## config.mk

```make
export PLATFORM = sky130hd
export DESIGN_NAME = register_file_sb
export DESIGN_NICKNAME = d
export VERILOG_FILES = /design/src/rtl/register_file_sb.sv
export SDC_FILE = /design/constraint.sdc
export NUM_CORES = 1
export LEC_CHECK = 0
export CAP_MARGIN = 20
export CORE_UTILIZATION = 43
export CTS_CLUSTER_DIAMETER = 150
export DETAILED_ROUTE_END_ITERATION = 16
export PLACE_DENSITY = 0.77
export SLEW_MARGIN = 20
export SYNTH_ARGS = -nofsm -noshare
export SYNTH_HDL_FRONTEND = slang
export SYNTH_SLANG_ARGS = --single-unit
export TNS_END_PERCENT = 30
```

## constraint.sdc

```tcl
create_clock -name clk -period 1.7 [get_ports clk]
set_input_delay 0.34 -clock clk [delete_from_list [all_inputs] [get_ports clk]]
set_output_delay 0.34 -clock clk [all_outputs]
set_load 0.01 [all_outputs]
```

## src/rtl/register_file_sb.sv

```systemverilog
// rtl/register_file_sb.sv - parametrised register file with per-register busy scoreboard
// Optional same-cycle write-to-read bypass selected by REGFILE_BYPASS_EN.
module register_file_sb #(
    parameter int N       = 8,
    parameter int ADDR_W  = 3,
    parameter int ZERO_EN = 1,
    localparam int R      = 2 ** ADDR_W
) (
    input  logic              clk,
    input  logic              rst,
    input  logic              w,
    input  logic [ADDR_W-1:0] DA,
    input  logic [N-1:0]      D,
    input  logic [ADDR_W-1:0] SA,
    input  logic [ADDR_W-1:0] SB,
    output logic [N-1:0]      A,
    output logic [N-1:0]      B,
    input  logic              rsv,
    input  logic [ADDR_W-1:0] RA,
    output logic              a_busy,
    output logic              b_busy,
    output logic [R-1:0]      busy,
    output logic [N*R-1:0]    regs
);

    localparam logic [ADDR_W-1:0] ZERO_IDX = ADDR_W'(R - 1);

    logic [N-1:0] regs_q [R];
    logic [N-1:0] regs_d [R];
    logic [R-1:0] busy_q;
    logic [R-1:0] busy_d;
    logic         w_ok;
    logic         rsv_ok;

    // The hardwired-zero slot swallows both writes and reservations.
    assign w_ok   = w   && !((ZERO_EN != 0) && (DA == ZERO_IDX));
    assign rsv_ok = rsv && !((ZERO_EN != 0) && (RA == ZERO_IDX));

    always_comb begin
        regs_d = regs_q;
        busy_d = busy_q;
        if (rst) begin
            for (int i = 0; i < R; i++) begin
                regs_d[i] = '0;
            end
            busy_d = '0;
        end else begin
            if (w_ok) begin
                regs_d[DA] = D;
                busy_d[DA] = 1'b0;
            end
            // Reserve is applied after the write so a newer producer wins on a shared address.
            if (rsv_ok) begin
                busy_d[RA] = 1'b1;
            end
        end
    end

    always_ff @(posedge clk) begin
        regs_q <= regs_d;
        busy_q <= busy_d;
    end

`ifdef REGFILE_BYPASS_EN
    logic byp_a;
    logic byp_b;

    assign byp_a  = w_ok && (DA == SA);
    assign byp_b  = w_ok && (DA == SB);
    assign A      = byp_a ? D : regs_q[SA];
    assign B      = byp_b ? D : regs_q[SB];
    assign a_busy = byp_a ? 1'b0 : busy_q[SA];
    assign b_busy = byp_b ? 1'b0 : busy_q[SB];
`else
    assign A      = regs_q[SA];
    assign B      = regs_q[SB];
    assign a_busy = busy_q[SA];
    assign b_busy = busy_q[SB];
`endif

    assign busy = busy_q;

    for (genvar i = 0; i < R; i++) begin : g_regs
        assign regs[N*i +: N] = regs_q[i];
    end

endmodule
```

-- Word level (Yosys, flattened, before mapping)
Index checks and enable logic that the tools add are counted.
- register bits after elaboration: 72
- bits in latches: 0
- RAM bits: 0
- bits in read-only memories: 0
- bits of input ports: 24
- output and inout port bits: 90
- logic and storage cells: 54
- memories: 0
- add/sub/neg operators: 0
- multiply operators: 0
- div/mod/pow operators: 0
- $lt $le $gt $ge: 10
- equal/unequal tests: 2
- shifts and indexed selects: 0
- mux-type cells: 20
- bitwise logic cells: 6
- reduce and logical (&&, ||, !) cells: 7
- operators by type and width (cell ; count):
    bitwise mux 64 bit ; 1
    two-way mux 8 bit ; 8
    binary-select mux 8 bit (select 3 bit) ; 2
    demux 8 bit (select 3 bit) ; 1
    less-than comparator 3 x 4 -> 1 bit, second input constant ; 4
    greater-or-equal comparator 4 bit, second input constant ; 3
    NOT 3 -> 4 bit ; 3
    bitwise AND 8 bit ; 1
    NOT 8 bit ; 1
    OR 8 bit ; 1
    binary-select mux 1 bit (select 3 bit) ; 2
    demux 1 bit (select 3 bit) ; 2
    == test 3 bit, second input constant ; 2
    greater-or-equal comparator 3 x 1 -> 1 bit, second input constant ; 2
    logical AND 1 bit ; 5
    less-than comparator 4 x 1 -> 1 bit, second input constant ; 1
    two-way mux 1 bit ; 4
    logical NOT 1 bit ; 2

-- Logic depth before layout (Yosys ltp)
Gate-level depths: netlist of the first run.
- depth after elaboration: 10
- mapped depth: 5

-- Worst setup path before layout of the first run
Ideal clock, no wire load.
- path type: in2out
- start: input port SA[2]
- end: output port A[0]
- data arrival time: 1.374 ns
- required time: 1.360 ns
- slack: -0.014 ns
- stages: 3
- path buffers: 1
- cell sequence: buf_2 > mux4_1 > mux2_2
- longest elaborated chain between the ends: 4
- RTL lines (element ; line ; RTL):
    start, declared ; 14 ; input logic [ADDR_W-1:0] SA,
    NOT 3 -> 4 bit (implied by the code) ; 75 ; assign A = regs_q[SA];
    binary-select mux 8 bit (select 3 bit) ; 75 ;
    two-way mux 8 bit (implied by the code) (2 in series) ; 75 ;
    end, declared ; 16 ; output logic [N-1:0] A,
Every way passes these cells. The select of a mux whose other input is x is not followed.

-- Final worst setup path of the first run
- start: register regs_q, in the netlist regs[4]
- end: output port B[4]
- longest elaborated chain between the ends: 3
- RTL lines (element ; line ; RTL):
    start, declared ; 28 ; logic [N-1:0] regs_q [R];
    start signal, assigned ; 60 ; regs_q <= regs_d;
    binary-select mux 8 bit (select 3 bit) ; 76 ; assign B = regs_q[SB];
    two-way mux 8 bit (implied by the code) (2 in series) ; 76 ;
    end, declared ; 17 ; output logic [N-1:0] B,
Every way passes these cells. The select of a mux whose other input is x is not followed.

==> flow_summary.toml, run 1 <==
[clock_tree]
cts-buffers-inserted = 9
clock_latency_ns = 0.34
ctsHoldBuffers = 0
clk_pin_slew_ns = 0.07
cts_tree = "yes"
cts.sinks = 72
clock_path_buffers = 2
h-tree-depth = 3
clockRootBuffer = "clkbuf_8"

[floorplan]
ios = 114
dieArea_um2 = 9160
die_y_um = 95.7
core_um2 = 8340
initial_utilization_pct = 45.3
die_w_um = 95.7
placementRows = 33

[logic_synthesis]
ys_seq_area_share_pct = 38.2
syn_inst = 367
ys_types = 22
syn_nets = 391
synth-seq-cells = 72
ys_warn_count = 0
syn_area_um2 = 3770
syn_avg_cell_area_um2 = 10.3

[finish]
drive_gt1_share_pct = 50.7
antenna_cells = 0
area.growth.synth_to_final_pct = 66.9
final_net_count = 619
utilization_pct = 75.5
fin_cells = 705
fillers = 545

[pwr]
ir_drop_uv = 403
internal-power_mw = 2.86
powerDensity_nw_per_um2 = 609
p_leak_nw = 3.00
comb_power_share_pct = 17.9
p_sw_mw = 0.977
clkPwrFrac_pct = 36.4
total_power_mw = 3.84
pwr-share-seq_pct = 45.8
swShare_pct = 25.5

[sta]
worstMarginPinSlew_ns = 0.433
setup_violations = 19
post-route-period-util_pct = 112
hold_viol = 0
final-max-slew-violation-count = 0
setup-tns-final_ns = -3.43
slew-limit-headroom_pct = 71.1
setup_ws_ns = -0.210
min_period_ns = 1.91
rsz0062_at_grt = "true"
max_freq_mhz = 524
fin_worst_skew_ns = 0

[detailed_routing]
drt-pass1-iter-count = 5
drt_iter0_drc = 347
num_vias = 4192
ant_nets = 0
avgRoutedWirePerCell_um = 21.1
viasPerCell = 5.95
drc = 0
drt-total-wl_um = 14900

[global_routing]
grt_max_degree = 73
antenna_found_initial = 0
grt_overflow = 0
track_usage_pct = 32.6
grt_first_pass_wirelength_um = 21700
grt_pass1_vias = 4129

[setup_path]
critPathKind = "reg2out"
required_ns = 1.36
start_kind = "register"
cp_data_arrival_time_ns = 1.57
critPathMaxFanout = 3
endpoint_kind = "output pin"

[placement]
place_congestion = 0.832
dpl.hpwl_um = 9170
place_inst = 670
port_buffers = 113

[run_status]
violations = "negative setup slack"
status = "finished, violations left"

[min_path]
hp-class = "in2reg"

[job]
cap_violations = 0
[cell families (layout without fill, tap and decap cells)]
kind of cell	after synthesis	in the layout	synth area share, %
multiplexers	54	54	30.2
AND/OR/NAND/NOR	146	146	18.0
buffers and inverters	32	265	4.64
flip-flops	72	72	38.2
AO/OA/AOI/OAI	63	63	8.95
[cell type report]
| cell class | count | area [um^2] | share of cell area, % |
|---|---|---|---|
| clock buffers | 14 | 163 | 2.58 |
| clock inverters | 2 | 37.5 | 0.596 |
| multi-input cells | 263 | 2110 | 33.6 |
| flip-flops and latches | 72 | 1520 | 24.1 |
| well taps | 105 | 131 | 2.09 |
| repair buffers | 249 | 2340 | 37.1 |
[per-layer routing]
metal	vias to the layer above	track usage [%]	routed length, um
met2	333	55.1	7210
met5	-	0	0
li1	1774	-	-
met3	81	6.08	1660
met4	0	16.9	780
met1	2004	39.7	5220
[timing repair]
item,4_1_cts,5_1_grt
buffers inserted,16,1
cloned,3,0
gates resized for setup,222,55
setup endpoints to repair,45,58
[final timing paths]
| path | start | to | slack [ns] | cells after the start |
|---|---|---|---|---|
| setup / recovery | regs[4]$_SDFFE_PP0P_ | B[4] | -0.21 | 3 |
| hold / removal | rst | busy[5]$_SDFF_PP0_ | 0.47 | 3 |
| setup reg to reg | busy[1]$_SDFF_PP0_ | busy[1]$_SDFF_PP0_ | 0.76 | 4 |
| hold reg to reg | regs[15]$_SDFFE_PP0P_ | regs[15]$_SDFFE_PP0P_ | 0.48 | 2 |
[Yosys cell counts]
cell	number	area share, %
nor2_1	8	0.80
a32oi_1	4	0.93
nand4bb_1	3	0.89
mux2_4	2	0.80
or4b_1	1	0.27
buf_8	2	0.80
nor4bb_1	3	0.80
mux4_1	32	22
nor2b_1	12	2.0
buf_1	2	0.20
nor4b_4	1	0.63
dfxtp_1	72	38
clkbuf_1	12	1.2
and4b_1	3	0.80
mux2_2	16	4.8
nand2_1	112	11
a22oi_1	3	0.60
mux4_2	4	2.4
buf_6	2	0.60
buf_2	14	1.9
nand4b_1	3	0.70
a21oi_1	56	7.4
[worst max-delay path, stage by stage (launching register included)]
cell	delay (ns)
dfxtp_2	0.35
mux4_2	0.47
mux2_4	0.29
buf_6	0.12
[metrics by stage]
step / cell area (um^2) / worst slack (ns) / hold slack, ns
after floorplan: 3780 / -0.0140 / 0.476
after global placement: 5840 / -1.01 / 0.468
after detailed placement: 5840 / -1.02 / 0.480
after CTS: 6250 / -0.209 / 0.463
after global routing: 6300 / -0.236 / 0.493
final: 6300 / -0.210 / 0.472
[state kept, by name (all words and copies together), names as in the netlist]
name	flops
busy	8
regs	64
[cells in the final DEF, fill, tap and decap left out, drive strengths merged]
cell	instances
nor2b	12
or4b	1
nor4bb	3
dlymetal6s2s	22
nor4b	1
nand2	112
clkinvlp	1
a21oi	56
nor2	8
and4b	3
nand4bb	3
bufinv	1
buf	172
clkdlybuf4s50	45
nand4b	3
dfxtp	72
dlygate4sd2	10
clkbuf	14
mux2	18
a32oi	4
a22oi	3
mux4	36
[power groups by stage]
stage | clock (mW) | sequential [mW] | combinational [mW]
after floorplan | 0 | 1.80 | 0.239
after CTS | 1.39 | 1.75 | 0.677
after global routing | 1.48 | 1.76 | 0.719
final | 1.39 | 1.76 | 0.686
after global placement | 0 | 1.78 | 0.586
after detailed placement | 0 | 1.78 | 0.597
(Power assumes the default switching activity.)
==> run 2, diff against run 1 <==
CTS_CLUSTER_DIAMETER = 120   (was 150)
GPL_TIMING_DRIVEN = 0   (was unset)
PLACE_DENSITY = unset   (was 0.77)
PLACE_DENSITY_LB_ADDON = 0.1   (was unset)
==> run 2 against run 1 <==
Effect of this change: wire length shrank 15%; global-route usage shrank 3.8 points; largest power group unchanged; clock skew is the same; non-clock buffer count shrank 75; worst setup slack lost 0.0050 ns; cell count shrank 11%; hold slack lost 0.053 ns; sequential power is essentially flat; clock power shrank 13%; critical path depth is the same; largest cell class is now multi-input gates; fmax shrank 0.26%; the flow still finishes with violations (negative setup slack); first-iteration DRC count shrank 20%.
==> flow_summary.toml, run 2 (synthesis results as in run 1) <==
[floorplan]
dieArea_um2 = 9160
placementRows = 33
die_y_um = 95.7
ios = 114
core_um2 = 8340
initial_utilization_pct = 45.3
die_w_um = 95.7

[min_path]
min_from = "rst"
hold_depth = 2
holdPathEnd = "regs[63]$_SDFFE_PP0P_"
hp-class = "in2reg"

[run_status]
status = "finished, violations left"
violations = "negative setup slack"

[setup_path]
endpoint_kind = "output pin"
max_stage_delay_ns = 0.48
start_kind = "register"
cp_data_arrival_time_ns = 1.57
reg2reg_depth = 4
critPathKind = "reg2out"
required_ns = 1.36
cpMaxStageDelayCell = "mux4_2"
critPathMaxFanout = 4
worstPathCellList = "mux4_2 > mux2_4 > buf_6"
reg2reg_slack_ns = 0.86
r2r-end = "regs[38]$_SDFFE_PP0P_"
r2r_start = "regs[38]$_SDFFE_PP0P_"

[placement]
place_congestion = 0.816
preCtsSetupSlack_ns = -0.743
placed_area_um2 = 4970
port_buffers = 106
dpl.hpwl_um = 8180

[sta]
worstMarginPinSlew_ns = 0.862
min_period_ns = 1.91
setup_violations = 19
final-max-slew-violation-count = 0
slew-limit-headroom_pct = 42.5
rsz0062_at_grt = "true"
max_freq_mhz = 522
post-route-period-util_pct = 113
setup_ws_ns = -0.215
hold_viol = 0
fin_worst_skew_ns = 0

[global_routing]
track_usage_pct = 28.8
grt_overflow = 0
grt_max_degree = 11
grt_first_pass_wirelength_um = 18800
antenna_found_initial = 0
grt_pass1_vias = 3308

[clock_tree]
cts.sinks = 72
clock_path_buffers = 2
cts_tree = "yes"
cts-buffers-inserted = 9
h-tree-depth = 3
ctsHoldBuffers = 0
clockRootBuffer = "clkbuf_8"
clock_latency_ns = 0.34
clk_pin_slew_ns = 0.07

[finish]
final_common_cell = "nand2_1"
final_net_count = 544
area.growth.synth_to_final_pct = 45.7
drive_gt1_share_pct = 40.8
mostFrequentLayoutCells = "nand2_1, clkdlybuf4s50_1, dfxtp_2"
largest_register_ff_count = 64
design_area_um2 = 5500
antenna_cells = 0

[detailed_routing]
drt-total-wl_um = 12700
avgRoutedWirePerCell_um = 20.2
drc = 0
num_vias = 3593
ant_nets = 0
drt_iter0_drc = 277
drt-pass1-iter-count = 5
viasPerCell = 5.73

[pwr]
clkPwrFrac_pct = 34.3
ir_drop_uv = 355
p_leak_nw = 2.18
internal-power_mw = 2.59
swShare_pct = 26.4
powerDensity_nw_per_um2 = 641
p_sw_mw = 0.931
comb_power_share_pct = 15.8
pwr-share-seq_pct = 49.9

[job]
cap_violations = 0
run 2: changes by cell type in the layout (fill, tap and decap cells not counted), moves of 7 or more:
cell	change
clkdlybuf4s50_1	+31
dfxtp_1	-7
clkbuf_1	+8
buf_4	-93
dlygate4sd2_1	-10
dfxtp_2	+7
dlymetal6s2s_1	-15
run 2: per-layer routing:
metal  global-route usage [%]  vias up  routed length [um]
met5                        0        -                   0
met4                     10.1        0                 175
met3                     3.63       17                1100
met2                     47.0      197                6140
met1                     39.5     1757                5250
li1                         -     1622                   -
run 2: worst max path at each step:
stage,to,startpoint,cells past startpoint
6_report,B[2],regs[58]$_SDFFE_PP0P_,3
5_1_grt,B[1],regs[49]$_SDFFE_PP0P_,3
4_1_cts,B[2],regs[58]$_SDFFE_PP0P_,3
3_5_place_dp,B[6],SB[2],5
3_3_place_gp,b_busy,SB[2],5
2_1_floorplan,B[0],SB[2],3
run 2: area by class of cell:
cell class / count / area, um^2
clock buffer: 12 / 155
buffer: 32 / 239
timing repair buffer: 142 / 1360
clock inverter: 1 / 5.00
tap: 105 / 131
sequential: 72 / 1530
multi-input combinational: 263 / 2080
fill: 707 / 2840
run 2: power by group through the flow:
stage          combinational, mW  sequential, mW  clock (mW)
3_5_place_dp               0.484            1.79           0
4_1_cts                    0.545            1.76        1.20
3_3_place_gp               0.478            1.79           0
5_1_grt                    0.590            1.76        1.29
6_report                   0.557            1.76        1.21
2_1_floorplan              0.239            1.80           0
run 2: worst max-delay path, delay by kind of cell (launching register included):
kind	cells	cell delay [ns]
flops	1	0.34
mux	2	0.77
buf+inv	1	0.12
run 2: metrics by stage:
step           instances  TNS [ns]  hold WS, ns  total power, mW  util (%)
4_1_cts              616     -3.86        0.389             3.50      64.6
5_1_grt              627     -4.09        0.441             3.64      65.9
3_3_place_gp         578    -28.88        0.465             2.27      59.6
3_5_place_dp         578    -31.45        0.472             2.28      59.6
6_report             627     -3.59        0.419             3.53      65.9
2_1_floorplan        367    -0.113        0.476             2.04         -
run 2: what timing repair did:
| item | CTS | global route |
|---|---|---|
| endpoints found under the hold margin | 0 | 0 |
| resized for setup | 199 | 34 |
| buffers inserted | 25 | 11 |
| endpoints found under the setup margin | 37 | 73 |
| pin swaps | 2 | 2 |
==> run 3, diff against run 2 <==
MAX_ROUTING_LAYER = met4   (was unset)
==> run 3 against run 2 <==
Effect of this change: the flow still finishes with violations (negative setup slack); sequential share of layout area is the same; clock-buffer cell count is the same; largest cell class unchanged; critical endpoint unchanged; global-route usage grew 0.84 points; highest routed layer unchanged.
==> flow_summary.toml, run 3 (synthesis results as in run 1) <==
[sta]
worstMarginPinSlew_ns = 0.856
rsz0062_at_grt = "true"
max_freq_mhz = 521
setup_ws_ns = -0.219
final-max-slew-violation-count = 0
worst_hold_slack_ns = 0.414
hold_viol = 0
slew-limit-headroom_pct = 42.9
setup_violations = 19
fin_worst_skew_ns = 0
min_period_ns = 1.92
post-route-period-util_pct = 113

[placement]
dpl.hpwl_um = 8180
preCtsSetupSlack_ns = -0.743
port_buffers = 106
place_congestion = 0.828

[clock_tree]
clockRootBuffer = "clkbuf_8"
h-tree-depth = 3
clock_latency_ns = 0.34
clk_pin_slew_ns = 0.07
ctsHoldBuffers = 0
clock_path_buffers = 2
cts_tree = "yes"
cts-buffers-inserted = 9
cts.sinks = 72

[setup_path]
worst-path-buf-inv = 1
critPathMaxFanout = 4
reg2reg_slack_ns = 0.86
required_ns = 1.36
critPathKind = "reg2out"
cp_data_arrival_time_ns = 1.58
cpMaxStageDelayCell = "mux4_2"
r2r-end = "regs[38]$_SDFFE_PP0P_"
worstPathCellList = "mux4_2 > mux2_4 > buf_6"
timing.critical_path.from = "regs[58]$_SDFFE_PP0P_"
start_kind = "register"
path_delay_family = "multiplexers"
r2r_start = "regs[38]$_SDFFE_PP0P_"
endpoint_kind = "output pin"
max_stage_delay_ns = 0.48
reg2reg_depth = 4

[pwr]
pwr-share-seq_pct = 49.9
clkPwrFrac_pct = 34.3
comb_power_share_pct = 15.8
p_sw_mw = 0.930
p_leak_nw = 2.18
powerDensity_nw_per_um2 = 641
swShare_pct = 26.4
internal-power_mw = 2.59
ir_drop_uv = 355

[finish]
final_net_count = 544
drive_gt1_share_pct = 40.8
mostFrequentLayoutCells = "nand2_1, clkdlybuf4s50_1, dfxtp_2"
multiInputGateArea_um2 = 2080
area.growth.synth_to_final_pct = 45.7
antenna_cells = 0
fillers = 707
final_common_cell = "nand2_1"
seq_area_um2 = 1530
largest_register_ff_count = 64

[run_status]
violations = "negative setup slack"
status = "finished, violations left"

[detailed_routing]
viasPerCell = 5.74
drt_iter0_drc = 334
avgRoutedWirePerCell_um = 20.2
drt-pass1-iter-count = 5
num_vias = 3597
drt-total-wl_um = 12700
ant_nets = 0
drc = 0

[global_routing]
grt_overflow = 0
track_usage_pct = 29.6
grt_max_degree = 11
grt_first_pass_wirelength_um = 18800
grt_pass1_vias = 3304
antenna_found_initial = 0

[min_path]
hold_depth = 2
hp-class = "in2reg"
holdPathEnd = "regs[63]$_SDFFE_PP0P_"
min_from = "rst"

[floorplan]
die_w_um = 95.7
ios = 114
core_um2 = 8340
initial_utilization_pct = 45.3
dieArea_um2 = 9160
die_y_um = 95.7
placementRows = 33

[job]
cap_violations = 0
==> run 3: cell counts in the layout (fill, tap and decap cells not counted) <==
No cell type changed its count.
==> run 3: metal layers <==
metal	share of wire [%]	vias up	GRT usage, %
met3	7.9	22	3.32
met4	1.6	0	10.1
met5	0	-	-
met1	42	1753	39.8
met2	49	199	46.9
li1	-	1623	-
==> run 3: power groups by stage <==
stage	logic, mW	registers (mW)	clock network (mW)
global route	0.590	1.76	1.29
floorplan	0.239	1.80	0
detailed placement	0.484	1.79	0
global placement	0.478	1.79	0
finish	0.558	1.76	1.21
CTS	0.545	1.76	1.20
==> run 3: how the worst max path moves through the flow <==
stage                     depth (start not counted)      to
after detailed placement                          5    B[6]
final                                             3    B[2]
after floorplan                                   3    B[0]
after global placement                            5  b_busy
after global routing                              3    B[1]
after CTS                                         3    B[2]
==> run 3: layout make-up <==
class	instances	share of cell area, %
plain buffers	32	4.35
clock buffers	12	2.82
clock inverters	1	0.0910
multi-input cells	263	37.9
flip-flops and latches	72	27.8
well taps	105	2.39
repair buffers	142	24.7
==> run 3: repair_timing <==
| item | 4_1_cts | 5_1_grt |
|---|---|---|
| cloned | 0 | 0 |
| resized for setup | 199 | 34 |
| setup endpoints to repair | 37 | 73 |
| pin swaps | 2 | 1 |
| buffers inserted | 25 | 11 |
==> run 3: worst register-to-register path, stage by stage (launching register included) <==
cell and delay [ns]:
dfxtp_2 0.34, buf_4 0.12, buf_4 0.12, nand2_1 0.04
a21oi_1 0.08
==> run 3: metrics by stage <==
step | utilization (%) | power (mW) | std cells | setup TNS, ns | area [um^2]
4_1_cts | 64.6 | 3.50 | 616 | -3.86 | 5390
3_5_place_dp | 59.6 | 2.28 | 578 | -31.45 | 4970
2_1_floorplan | - | 2.04 | 367 | -0.113 | 3780
6_report | 65.9 | 3.52 | 627 | -3.64 | 5500
3_3_place_gp | 59.6 | 2.27 | 578 | -28.88 | 4970
5_1_grt | 65.9 | 3.64 | 627 | -4.09 | 5500
